[config.mk]
export PLATFORM = sky130hd
export DESIGN_NAME = fetch_icache
export DESIGN_NICKNAME = d
export VERILOG_FILES = /design/src/rtl/icache_pkg.sv /design/src/rtl/icache_tag_ram.sv /design/src/rtl/fetch_icache.sv
export SDC_FILE = /design/constraint.sdc
export NUM_CORES = 2
export LEC_CHECK = 0
export CORE_MARGIN = 2
export CORE_UTILIZATION = 30
export DETAILED_ROUTE_END_ITERATION = 10
export HOLD_SLACK_MARGIN = 0.03
export PLACE_DENSITY_LB_ADDON = 0.3
export RECOVER_POWER = 100
export SLEW_MARGIN = 20
export SYNTH_ARGS = -nofsm -noshare
export SYNTH_HDL_FRONTEND = slang
export SYNTH_SLANG_ARGS = --single-unit
[constraint.sdc]
create_clock -name clk -period 6.7 [get_ports clk]
set_input_delay 1.34 -clock clk [delete_from_list [all_inputs] [get_ports clk]]
set_output_delay 1.34 -clock clk [all_outputs]
set_load 0.02 [all_outputs]
[src/rtl/icache_pkg.sv]
// Shared geometry, FSM state type and address-field helpers for the fetch-side
// instruction cache.
package icache_pkg;

   // Cache geometry. The top-level LINES/WORDS parameters must match these.
   localparam int unsigned DEF_LINES = 16;
   localparam int unsigned DEF_WORDS = 4;
   localparam int unsigned INDEX_W   = $clog2(DEF_LINES);
   localparam int unsigned OFFSET_W  = $clog2(DEF_WORDS);
   localparam int unsigned TAG_W     = 30 - INDEX_W - OFFSET_W;

   typedef enum logic [2:0] {
      StIdle,
      StLookup,
      StMissReq,
      StRefill,
      StDone
   } state_e;

   // Helpers take the word address (byte address bits [31:2]).
   function automatic logic [TAG_W-1:0] addr_tag(input logic [29:0] wa);
      return wa[29 -: TAG_W];
   endfunction

   function automatic logic [INDEX_W-1:0] addr_index(input logic [29:0] wa);
      return wa[OFFSET_W +: INDEX_W];
   endfunction

   function automatic logic [OFFSET_W-1:0] addr_offset(input logic [29:0] wa);
      return wa[OFFSET_W-1:0];
   endfunction

   function automatic logic [31:0] line_addr(input logic [29:0] wa);
      return {wa[29:OFFSET_W], {(OFFSET_W + 2){1'b0}}};
   endfunction

endpackage

[src/rtl/icache_tag_ram.sv]
// Valid+tag array for the instruction cache: synchronous read, single write
// port, valid bits cleared asynchronously on reset.
module icache_tag_ram
   import icache_pkg::*;
#(
   parameter int unsigned LINES = DEF_LINES
) (
   input  logic               clk,
   input  logic               resetn,
   input  logic               rd_en,
   input  logic [INDEX_W-1:0] rd_index,
   output logic               rd_valid,
   output logic [TAG_W-1:0]   rd_tag,
   input  logic               wr_en,
   input  logic [INDEX_W-1:0] wr_index,
   input  logic [TAG_W-1:0]   wr_tag
);

   logic [LINES-1:0] valid_q;
   logic [TAG_W-1:0] tag_mem [LINES];

   always_ff @(posedge clk or negedge resetn) begin
      if (!resetn) begin
         valid_q  <= '0;
         rd_valid <= 1'b0;
      end else begin
         if (wr_en) begin
            valid_q[wr_index] <= 1'b1;
         end
         if (rd_en) begin
            rd_valid <= valid_q[rd_index];
         end
      end
   end

   // Tag storage needs no reset: it is only trusted behind a valid bit.
   always_ff @(posedge clk) begin
      if (wr_en) begin
         tag_mem[wr_index] <= wr_tag;
      end
      if (rd_en) begin
         rd_tag <= tag_mem[rd_index];
      end
   end

endmodule

[src/rtl/fetch_icache.sv]
// Direct-mapped instruction cache serving the IF fetch port; hits answer one
// cycle after the request, misses refill a whole line by burst.
module fetch_icache
   import icache_pkg::*;
#(
   parameter int unsigned LINES = DEF_LINES,
   parameter int unsigned WORDS = DEF_WORDS
) (
   input  logic        clk,
   input  logic        resetn,
   input  logic        fetch_req,
   input  logic [31:0] fetch_addr,
   input  logic        fetch_cancel,
   output logic [31:0] fetch_inst,
   output logic        fetch_ready,
   output logic        mem_req,
   output logic [31:0] mem_addr,
   input  logic        mem_gnt,
   input  logic        mem_rvalid,
   input  logic [31:0] mem_rdata
);

   localparam logic [OFFSET_W-1:0] LAST_WORD = OFFSET_W'(WORDS - 1);

   state_e              state_q, state_d;
   logic [29:0]         addr_q, addr_d;
   logic [OFFSET_W-1:0] cnt_q, cnt_d;
   logic                cancel_q, cancel_d;
   logic [31:0]         resp_q, resp_d;

   logic                rd_en, tag_we, data_we, accept, hit;
   logic                rd_valid;
   logic [TAG_W-1:0]    rd_tag;
   logic [31:0]         rd_word_q;
   logic [31:0]         data_mem [LINES*WORDS];
   logic [29:0]         fetch_wa;
   logic                unused_addr_bits;

   assign fetch_wa         = fetch_addr[31:2];
   assign unused_addr_bits = ^fetch_addr[1:0];
   assign accept           = fetch_req && !fetch_cancel;
   assign hit              = rd_valid && (rd_tag == addr_tag(addr_q));
   assign mem_addr         = mem_req ? line_addr(addr_q) : '0;

   icache_tag_ram #(
      .LINES (LINES)
   ) u_tag_ram (
      .clk      (clk),
      .resetn   (resetn),
      .rd_en    (rd_en),
      .rd_index (addr_index(fetch_wa)),
      .rd_valid (rd_valid),
      .rd_tag   (rd_tag),
      .wr_en    (tag_we),
      .wr_index (addr_index(addr_q)),
      .wr_tag   (addr_tag(addr_q))
   );

   always_ff @(posedge clk) begin
      if (data_we) begin
         data_mem[{addr_index(addr_q), cnt_q}] <= mem_rdata;
      end
      if (rd_en) begin
         rd_word_q <= data_mem[{addr_index(fetch_wa), addr_offset(fetch_wa)}];
      end
   end

   always_ff @(posedge clk or negedge resetn) begin
      if (!resetn) begin
         state_q  <= StIdle;
         addr_q   <= '0;
         cnt_q    <= '0;
         cancel_q <= 1'b0;
         resp_q   <= '0;
      end else begin
         state_q  <= state_d;
         addr_q   <= addr_d;
         cnt_q    <= cnt_d;
         cancel_q <= cancel_d;
         resp_q   <= resp_d;
      end
   end

   always_comb begin
      state_d     = state_q;
      addr_d      = addr_q;
      cnt_d       = cnt_q;
      cancel_d    = cancel_q;
      resp_d      = resp_q;
      rd_en       = 1'b0;
      tag_we      = 1'b0;
      data_we     = 1'b0;
      fetch_ready = 1'b0;
      fetch_inst  = '0;
      mem_req     = 1'b0;

      unique case (state_q)
         StIdle: begin
            if (accept) begin
               addr_d  = fetch_wa;
               rd_en   = 1'b1;
               state_d = StLookup;
            end
         end
         StLookup: begin
            if (fetch_cancel) begin
               state_d = StIdle;
            end else if (hit) begin
               fetch_ready = 1'b1;
               fetch_inst  = rd_word_q;
               if (fetch_req) begin
                  addr_d = fetch_wa;
                  rd_en  = 1'b1;
               end else begin
                  state_d = StIdle;
               end
            end else begin
               state_d = StMissReq;
            end
         end
         StMissReq: begin
            mem_req = 1'b1;
            // A grant commits the burst even if IF redirects in the same cycle.
            if (mem_gnt) begin
               cnt_d    = '0;
               cancel_d = fetch_cancel;
               state_d  = StRefill;
            end else if (fetch_cancel) begin
               state_d = StIdle;
            end
         end
         StRefill: begin
            if (fetch_cancel) begin
               cancel_d = 1'b1;
            end
            if (mem_rvalid) begin
               data_we = 1'b1;
               cnt_d   = cnt_q + 1'b1;
               if (cnt_q == addr_offset(addr_q)) begin
                  resp_d = mem_rdata;
               end
               if (cnt_q == LAST_WORD) begin
                  tag_we   = 1'b1;
                  cancel_d = 1'b0;
                  state_d  = (cancel_q || fetch_cancel) ? StIdle : StDone;
               end
            end
         end
         StDone: begin
            if (!fetch_cancel) begin
               fetch_ready = 1'b1;
               fetch_inst  = resp_q;
            end
            if (accept) begin
               addr_d  = fetch_wa;
               rd_en   = 1'b1;
               state_d = StLookup;
            end else begin
               state_d = StIdle;
            end
         end
         default: state_d = StIdle;
      endcase
   end

endmodule
Word level (Yosys, flattened, before mapping) --
Memory sizes are Yosys's and may differ from the RTL's. A register that Yosys moved wholly into a read port is not among the register bits. Index checks and enable logic that the tools add are counted.
Word-level totals: output and inout bits 66, bits of input ports 70, word-level logic and storage cells 97, bits in writable memories 2432, memories kept 2, register bits 85
Operators by class: magnitude comparators 3, equal/unequal tests 17, reduce and logical (&&, ||, !) cells 14, muxes and demuxes 52, bitwise operators 1, add/sub/neg operators 1
Memory list:
- data_mem | words 64, bits a word 32, read ports 1, clocked after Yosys merged registers in 1, wr ports 1, line fetch_icache.sv:35 | logic [31:0] data_mem [LINES*WORDS];
- u_tag_ram.tag_mem | words 16, bits a word 24, read ports 1, clocked after Yosys merged registers in 1, wr ports 1, line icache_tag_ram.sv:20 | logic [TAG_W-1:0] tag_mem [LINES];
Operator list (count):
- 2-to-1 mux 32 bit | 4
- 2-to-1 mux 30 bit | 4
- case mux 32 bit (2 select lines) | 1
- case mux 30 bit (2 select lines) | 1
- 2-to-1 mux 3 bit | 9
- == test 24 bit | 1
- 2-to-1 mux 1 bit | 24
- OR 16 bit | 1
- case mux 3 bit (5 select lines) | 1
- != test 2 bit, second input constant | 7
- < comparator 4 x 5 -> 1 bit, second input constant | 2
- AND reduction 5 bit | 2
- == test 3 x 2 -> 1 bit, second input constant | 2
- case mux 1 bit (2 select lines) | 3
- AND reduction 3 bit | 2
- binary-select mux 1 bit (select 4 bit) | 1
- demux 1 bit (select 4 bit) | 1
- greater-or-equal comparator 4 x 1 -> 1 bit, second input constant | 1
- 2-to-1 mux 2 bit | 2
- != test 4 bit, second input constant | 1
- case mux 2 bit (2 select lines) | 1
- nonzero test 2 bit | 2
- == test 3 x 1 -> 1 bit, second input constant | 1
- == test 3 bit, second input constant | 1
- 11 further kinds | 13

Depth between registers and ports, before layout --
depth after elaboration 6, gate-level depth with buffers 10, mapped depth without buffers 6

Cells and area by module --
Synthesis repeated with hierarchy kept, for this count alone.
Second synthesis, totals: cells, all modules 4332, area total of the unflattened synthesis 98244.2 um2
Modules (own cells, without submodules):
- fetch_icache | times used 1, cells each 3712, area each 82268.9 um2, seq. area each 64161.5 um2
- icache_tag_ram | times used 1, cells each 620, area each 15975.3 um2, seq. area each 12677.2 um2

Worst setup path after synthesis --
OpenSTA, ideal clock, no wires.
path kind input port to flip-flop, start point in mem_rvalid, end point mem u_tag_ram.tag_mem[9][0] in the netlist's numbering, enable pin, stages on the path 5, buffers on the path 1, arrival time 3906 ps, data required time 6258 ps, slack 2352 ps, setup time 442 ps, cell sequence and4b_1 and2_0 clkbuf_1 nand3b_1 nor3b_1
Between the ends: cells in the longest elaborated chain, start to end 4
Ends and longest elaborated chain:
- start: declaration | line fetch_icache.sv:19 | input logic mem_rvalid,
- 2-to-1 mux 1 bit | line fetch_icache.sv:136 | if (mem_rvalid) begin
- 2-to-1 mux 1 bit | line fetch_icache.sv:97 | unique case (state_q)
- 2-to-1 mux 1 bit | line icache_tag_ram.sv:38 | if (wr_en) begin
- 2-to-1 mux 1 bit (implied by the code) | line icache_tag_ram.sv:39 | tag_mem[wr_index] <= wr_tag;
- end: declaration | line icache_tag_ram.sv:20
Every way passes these cells.

Worst setup path in the final report --
start point reg addr_q[24], end point out fetch_inst[10]
Between the ends: cells in the longest elaborated chain, start to end 5
Ends and longest elaborated chain:
- start: declaration | line fetch_icache.sv:26 | logic [29:0] addr_q, addr_d;
- start signal: assignment | line fetch_icache.sv:77 | addr_q <= addr_d;
- == test 24 bit | line fetch_icache.sv:42 | assign hit = rd_valid && (rd_tag == addr_tag(addr_q));
- logical AND 1 bit | line fetch_icache.sv:42
- 2-to-1 mux 32 bit | line fetch_icache.sv:108 | end else if (hit) begin
- 2-to-1 mux 32 bit | line fetch_icache.sv:106 | if (fetch_cancel) begin
- case mux 32 bit (2 select lines) | line fetch_icache.sv:97
- end: declaration | line fetch_icache.sv:14 | output logic [31:0] fetch_inst,
Every way passes these cells.

==> metrics.txt <==
# TYPE chip_impl_metric gauge
chip_impl_metric{name="finalSetupTns",unit="ns"} 0
chip_impl_metric{name="floorplan.die_area",unit="um^2"} 332000
chip_impl_metric{name="post-cts-setup-buffers",unit=""} 0
chip_impl_metric{name="cts.path.max_buffers",unit=""} 4
chip_impl_metric{name="layout.cells.non_filler",unit=""} 9218
chip_impl_info{name="min-delay-path-class",value="flop to flop"} 1
chip_impl_info{name="netlist_top_cells_area",value="sky130_fd_sc_hd__edfxtp_1 76%, sky130_fd_sc_hd__mux4_2 15%, sky130_fd_sc_hd__dfrtp_1 2.2%"} 1
chip_impl_metric{name="wl_per_cell",unit="um"} 26.8
chip_impl_metric{name="gr_overflow_total",unit=""} 0
chip_impl_metric{name="ys_warn_count",unit=""} 0
chip_impl_metric{name="syn-cell-area",unit="um^2"} 98400
chip_impl_metric{name="drc_errors",unit=""} 0
chip_impl_metric{name="cts-buffers-inserted",unit=""} 277
chip_impl_metric{name="synth.distinct_cells",unit=""} 49
chip_impl_info{name="tritoncts_clock_tree",value="built"} 1
chip_impl_info{name="clock_tree.root_cell",value="sky130_fd_sc_hd__clkbuf_16"} 1
chip_impl_metric{name="antenna_found_initial",unit=""} 21
chip_impl_metric{name="irDropWorstVdd",unit="mV"} 0.232
chip_impl_metric{name="synthesis.area_per_instance",unit="um^2"} 23.0
chip_impl_metric{name="clkSlewWorstSetupHoldPaths",unit="ns"} 0.06
chip_impl_metric{name="floorplan.rows",unit=""} 210
chip_impl_metric{name="postRouteWirelength",unit="mm"} 247
chip_impl_metric{name="floorplan.die.height",unit="um"} 577
chip_impl_info{name="synth_flop_cell",value="sky130_fd_sc_hd__edfxtp_1"} 1
chip_impl_metric{name="postSynthRegisterBits",unit=""} 2573
chip_impl_metric{name="dpl.cell_count",unit=""} 8719
chip_impl_metric{name="critical_path.max_fanout",unit=""} 19
chip_impl_metric{name="clock-sinks",unit=""} 2573
chip_impl_metric{name="drive_gt1_frac",unit=""} 0.253
chip_impl_metric{name="power_leakage",unit="nW"} 35.1
chip_impl_metric{name="yosys.area_share.xor_xnor",unit=""} 0.00231
chip_impl_info{name="main_combinational_cell_family_by_area_after_synthesis",value="multiplexers"} 1
chip_impl_metric{name="globalRouteTotalUtil",unit=""} 0.146
chip_impl_metric{name="detail-route-antenna-nets",unit=""} 0
chip_impl_metric{name="timing_max_transition_violations_final",unit=""} 4213
chip_impl_metric{name="yosysSeqAreaShare",unit=""} 0.781
chip_impl_info{name="outcome",value="finished with violations"} 1
chip_impl_metric{name="cts_stage_hold_buffer_count",unit=""} 0
chip_impl_metric{name="synthDominantCellAreaShare",unit=""} 0.759
chip_impl_info{name="violations",value="capacitance limit, slew limit"} 1
chip_impl_metric{name="place.port_buffers",unit=""} 129
chip_impl_metric{name="globalplace.congestion",unit=""} 0.772
chip_impl_metric{name="power_per_cell_area",unit="nW/um^2"} 318
chip_impl_metric{name="total_vias_in_the_final_route",unit=""} 45700
chip_impl_info{name="rsz0062_at_grt",value="false"} 1
chip_impl_metric{name="cts_repair_resize_count",unit=""} 0
chip_impl_metric{name="fillers",unit=""} 30400
chip_impl_metric{name="nets",unit=""} 4724
chip_impl_metric{name="utilization",unit=""} 0.348
chip_impl_info{name="setup.worst_path.end_class",value="output pin"} 1
chip_impl_metric{name="synth-adder-area-share",unit=""} 0.000127
chip_impl_metric{name="worstMarginPinSlew",unit="ns"} 3.78
chip_impl_metric{name="fmax",unit="GHz"} 0.161
chip_impl_metric{name="synthCells",unit=""} 4282
chip_impl_metric{name="drt_pre_antenna_iters",unit=""} 7
chip_impl_info{name="mostFrequentLayoutCells",value="2488 x sky130_fd_sc_hd__edfxtp_1, 644 x sky130_fd_sc_hd__mux4_2, 282 x sky130_fd_sc_hd__clkbuf_16"} 1
chip_impl_metric{name="detailed_place.area",unit="um^2"} 106000
chip_impl_metric{name="chipWidth",unit="um"} 577
chip_impl_metric{name="final-setup-viol-count",unit=""} 0
chip_impl_metric{name="number_of_top_level_pins",unit=""} 136
chip_impl_metric{name="slew_headroom",unit=""} -1.52
chip_impl_metric{name="detailed_place_hpwl",unit="mm"} 145
chip_impl_metric{name="first_global_vias",unit=""} 47200
chip_impl_metric{name="compound_cell_area_share_of_the_yosys_netlist",unit=""} 0.0217
chip_impl_metric{name="first_pass_grt_wire_length",unit="mm"} 350
chip_impl_metric{name="timing.final.hold_violations",unit=""} 0
chip_impl_metric{name="post_synth_and_or_nand_nor_area_fraction",unit=""} 0.0145
chip_impl_metric{name="drv_cap",unit=""} 125
chip_impl_info{name="worst_setup_path_start_kind",value="flop"} 1
chip_impl_info{name="most_frequent_standard_cell_in_the_layout_excluding_fill_and_tap_cells",value="sky130_fd_sc_hd__edfxtp_1"} 1
chip_impl_metric{name="layout-area-overhead-vs-synth",unit="%"} 15.6
chip_impl_metric{name="grt_start_max_net_pins",unit=""} 102
chip_impl_metric{name="worst-endpoint-arrival",unit="ns"} 4.86
chip_impl_info{name="synth_largest_area_cell",value="sky130_fd_sc_hd__edfxtp_1"} 1
chip_impl_metric{name="worst_slack",unit="ns"} 0.499
chip_impl_metric{name="initialDrtViolationCount",unit=""} 4497
chip_impl_metric{name="route.detailed.vias_per_inst",unit=""} 4.96
chip_impl_metric{name="async_flop_share",unit=""} 0.0330
chip_impl_metric{name="htreeDepth",unit=""} 5
chip_impl_info{name="timing.setup.critical_path_class",value="flop to output pin"} 1
chip_impl_metric{name="period_minus_slack",unit="ns"} 6.20
chip_impl_metric{name="synth_edf_count",unit=""} 2488
chip_impl_metric{name="clk_latency",unit="ns"} 0.89
chip_impl_metric{name="design_area",unit="um^2"} 114000
chip_impl_metric{name="floorplan.core_area",unit="um^2"} 327000
chip_impl_metric{name="groute.layer.met1.usage",unit=""} 0.198
chip_impl_metric{name="initial_utilization",unit=""} 0.301
chip_impl_info{name="globalRoute.busiestLayer",value="met2"} 1
chip_impl_metric{name="final.setup_skew",unit="ns"} 0.115
chip_impl_metric{name="detailedPlace.worstSlack",unit="ns"} 1.03
chip_impl_metric{name="met2_track_demand_over_resource_in_global_routing",unit=""} 0.243
chip_impl_metric{name="worstPathRequired",unit="ns"} 5.36
chip_impl_metric{name="final.period_utilization",unit=""} 0.926
chip_impl_metric{name="grt_util_met3",unit=""} 0.0261
chip_impl_metric{name="synth.mux.area_fraction",unit=""} 0.167
==> layer usage <==
| layer | vias up | routed length [um] | share of wire |
|---|---|---|---|
| li1 | 19000 | - | - |
| met1 | 25000 | 105000 | 0.43 |
| met2 | 1393 | 121000 | 0.49 |
| met3 | 345 | 14800 | 0.060 |
| met4 | 2 | 6020 | 0.024 |
| met5 | - | 13 | 0.000053 |
==> kinds of logic (layout without fill, tap and decap cells) <==
| logic type | after synthesis | in the layout |
|---|---|---|
| flops | 2573 | 2573 |
| mux | 833 | 833 |
| other cells | 1 | 15 |
| fa+ha+maj | 1 | 1 |
| buf+inv | 248 | 824 |
| simple gates | 302 | 302 |
| compound gates | 298 | 298 |
| xor+xnor | 26 | 26 |
==> worst paths after layout <==
check | depth (start not counted) | slack, ns | end | from
max | 8 | 0.50 | fetch_inst[10] | addr_q[24]$_DFFE_PN0P_
min | 1 | 0.47 | u_tag_ram.valid_q[11]$_DFFE_PN0P_ | u_tag_ram.valid_q[11]$_DFFE_PN0P_
max reg2reg | 7 | 1.16 | u_tag_ram.rd_tag[0]$_DFFE_PP_ | addr_q[24]$_DFFE_PN0P_
min reg2reg | 1 | 0.47 | u_tag_ram.valid_q[11]$_DFFE_PN0P_ | u_tag_ram.valid_q[11]$_DFFE_PN0P_
max in group asynchronous | 2 | 1.04 | resp_q[18]$_DFFE_PN0P_ | resetn
min in group asynchronous | 1 | 1.39 | addr_q[19]$_DFFE_PN0P_ | resetn
==> registers in the layout, indices dropped and copies added (netlist names) <==
signal,count
u_tag_ram.tag_mem,384
u_tag_ram.rd_tag,24
addr_q,30
resp_q,32
cancel_q,1
rd_word_q,32
u_tag_ram.rd_valid,1
state_q,3
cnt_q,2
data_mem,2048
u_tag_ram.valid_q,16
==> cell type report <==
type | count | area [um^2] | share of cell area
timing repair buffer | 333 | 2320 | 0.0204
tap | 4346 | 5440 | 0.0478
clock buffer | 341 | 7340 | 0.0645
multi-input combinational | 1464 | 20400 | 0.180
clock inverter | 146 | 1330 | 0.0117
inverter | 4 | 16.3 | 0.000143
antenna | 11 | 27.5 | 0.000242
sequential | 2573 | 76800 | 0.676
==> synthesized netlist by cell type, types with 7 or more instances <==
library cell,instances
sky130_fd_sc_hd__o221ai_1,27
sky130_fd_sc_hd__edfxtp_1,2488
sky130_fd_sc_hd__mux2_2,61
sky130_fd_sc_hd__mux2i_1,126
sky130_fd_sc_hd__a22o_1,33
sky130_fd_sc_hd__clkbuf_1,90
sky130_fd_sc_hd__and2_1,35
sky130_fd_sc_hd__buf_4,38
sky130_fd_sc_hd__a22oi_1,84
sky130_fd_sc_hd__nor3_1,18
sky130_fd_sc_hd__or2_2,18
sky130_fd_sc_hd__buf_2,86
sky130_fd_sc_hd__xnor2_1,26
sky130_fd_sc_hd__nor2_1,122
sky130_fd_sc_hd__nand2b_1,7
sky130_fd_sc_hd__buf_1,20
sky130_fd_sc_hd__mux4_2,644
sky130_fd_sc_hd__o22ai_1,29
sky130_fd_sc_hd__a221oi_1,15
sky130_fd_sc_hd__nand3_1,11
sky130_fd_sc_hd__dfrtp_1,85
sky130_fd_sc_hd__buf_6,9
sky130_fd_sc_hd__nand2_1,54
sky130_fd_sc_hd__a211oi_1,7
sky130_fd_sc_hd__a21oi_1,72
sky130_fd_sc_hd__nor2b_1,15
==> where the power goes <==
group | total [mW] | internal, mW | switching [mW]
registers | 18.9 | 18.4 | 0.505
logic | 2.52 | 0.956 | 1.56
clock network | 14.7 | 8.51 | 6.20
==> worst max-delay path: stages (launching register included) <==
cell and delay, ns:
sky130_fd_sc_hd__dfrtp_1 0.32, sky130_fd_sc_hd__clkbuf_1 0.71, sky130_fd_sc_hd__xnor2_1 0.24, sky130_fd_sc_hd__nand4_1 0.13, sky130_fd_sc_hd__nor3_1 0.66, sky130_fd_sc_hd__and3b_2 0.91, sky130_fd_sc_hd__buf_12 0.24, sky130_fd_sc_hd__a22o_1 0.13
sky130_fd_sc_hd__dlygate4sd3_1 0.68
==> stage by stage <==
stage	hold slack, ns	power (mW)
finish	0.466	36.1
global route	0.481	37.3
CTS	0.463	36.6
detailed placement	0.450	21.9
global placement	0.445	21.8
floorplan	0.434	20.4
Power figures use the tool's default switching activity.
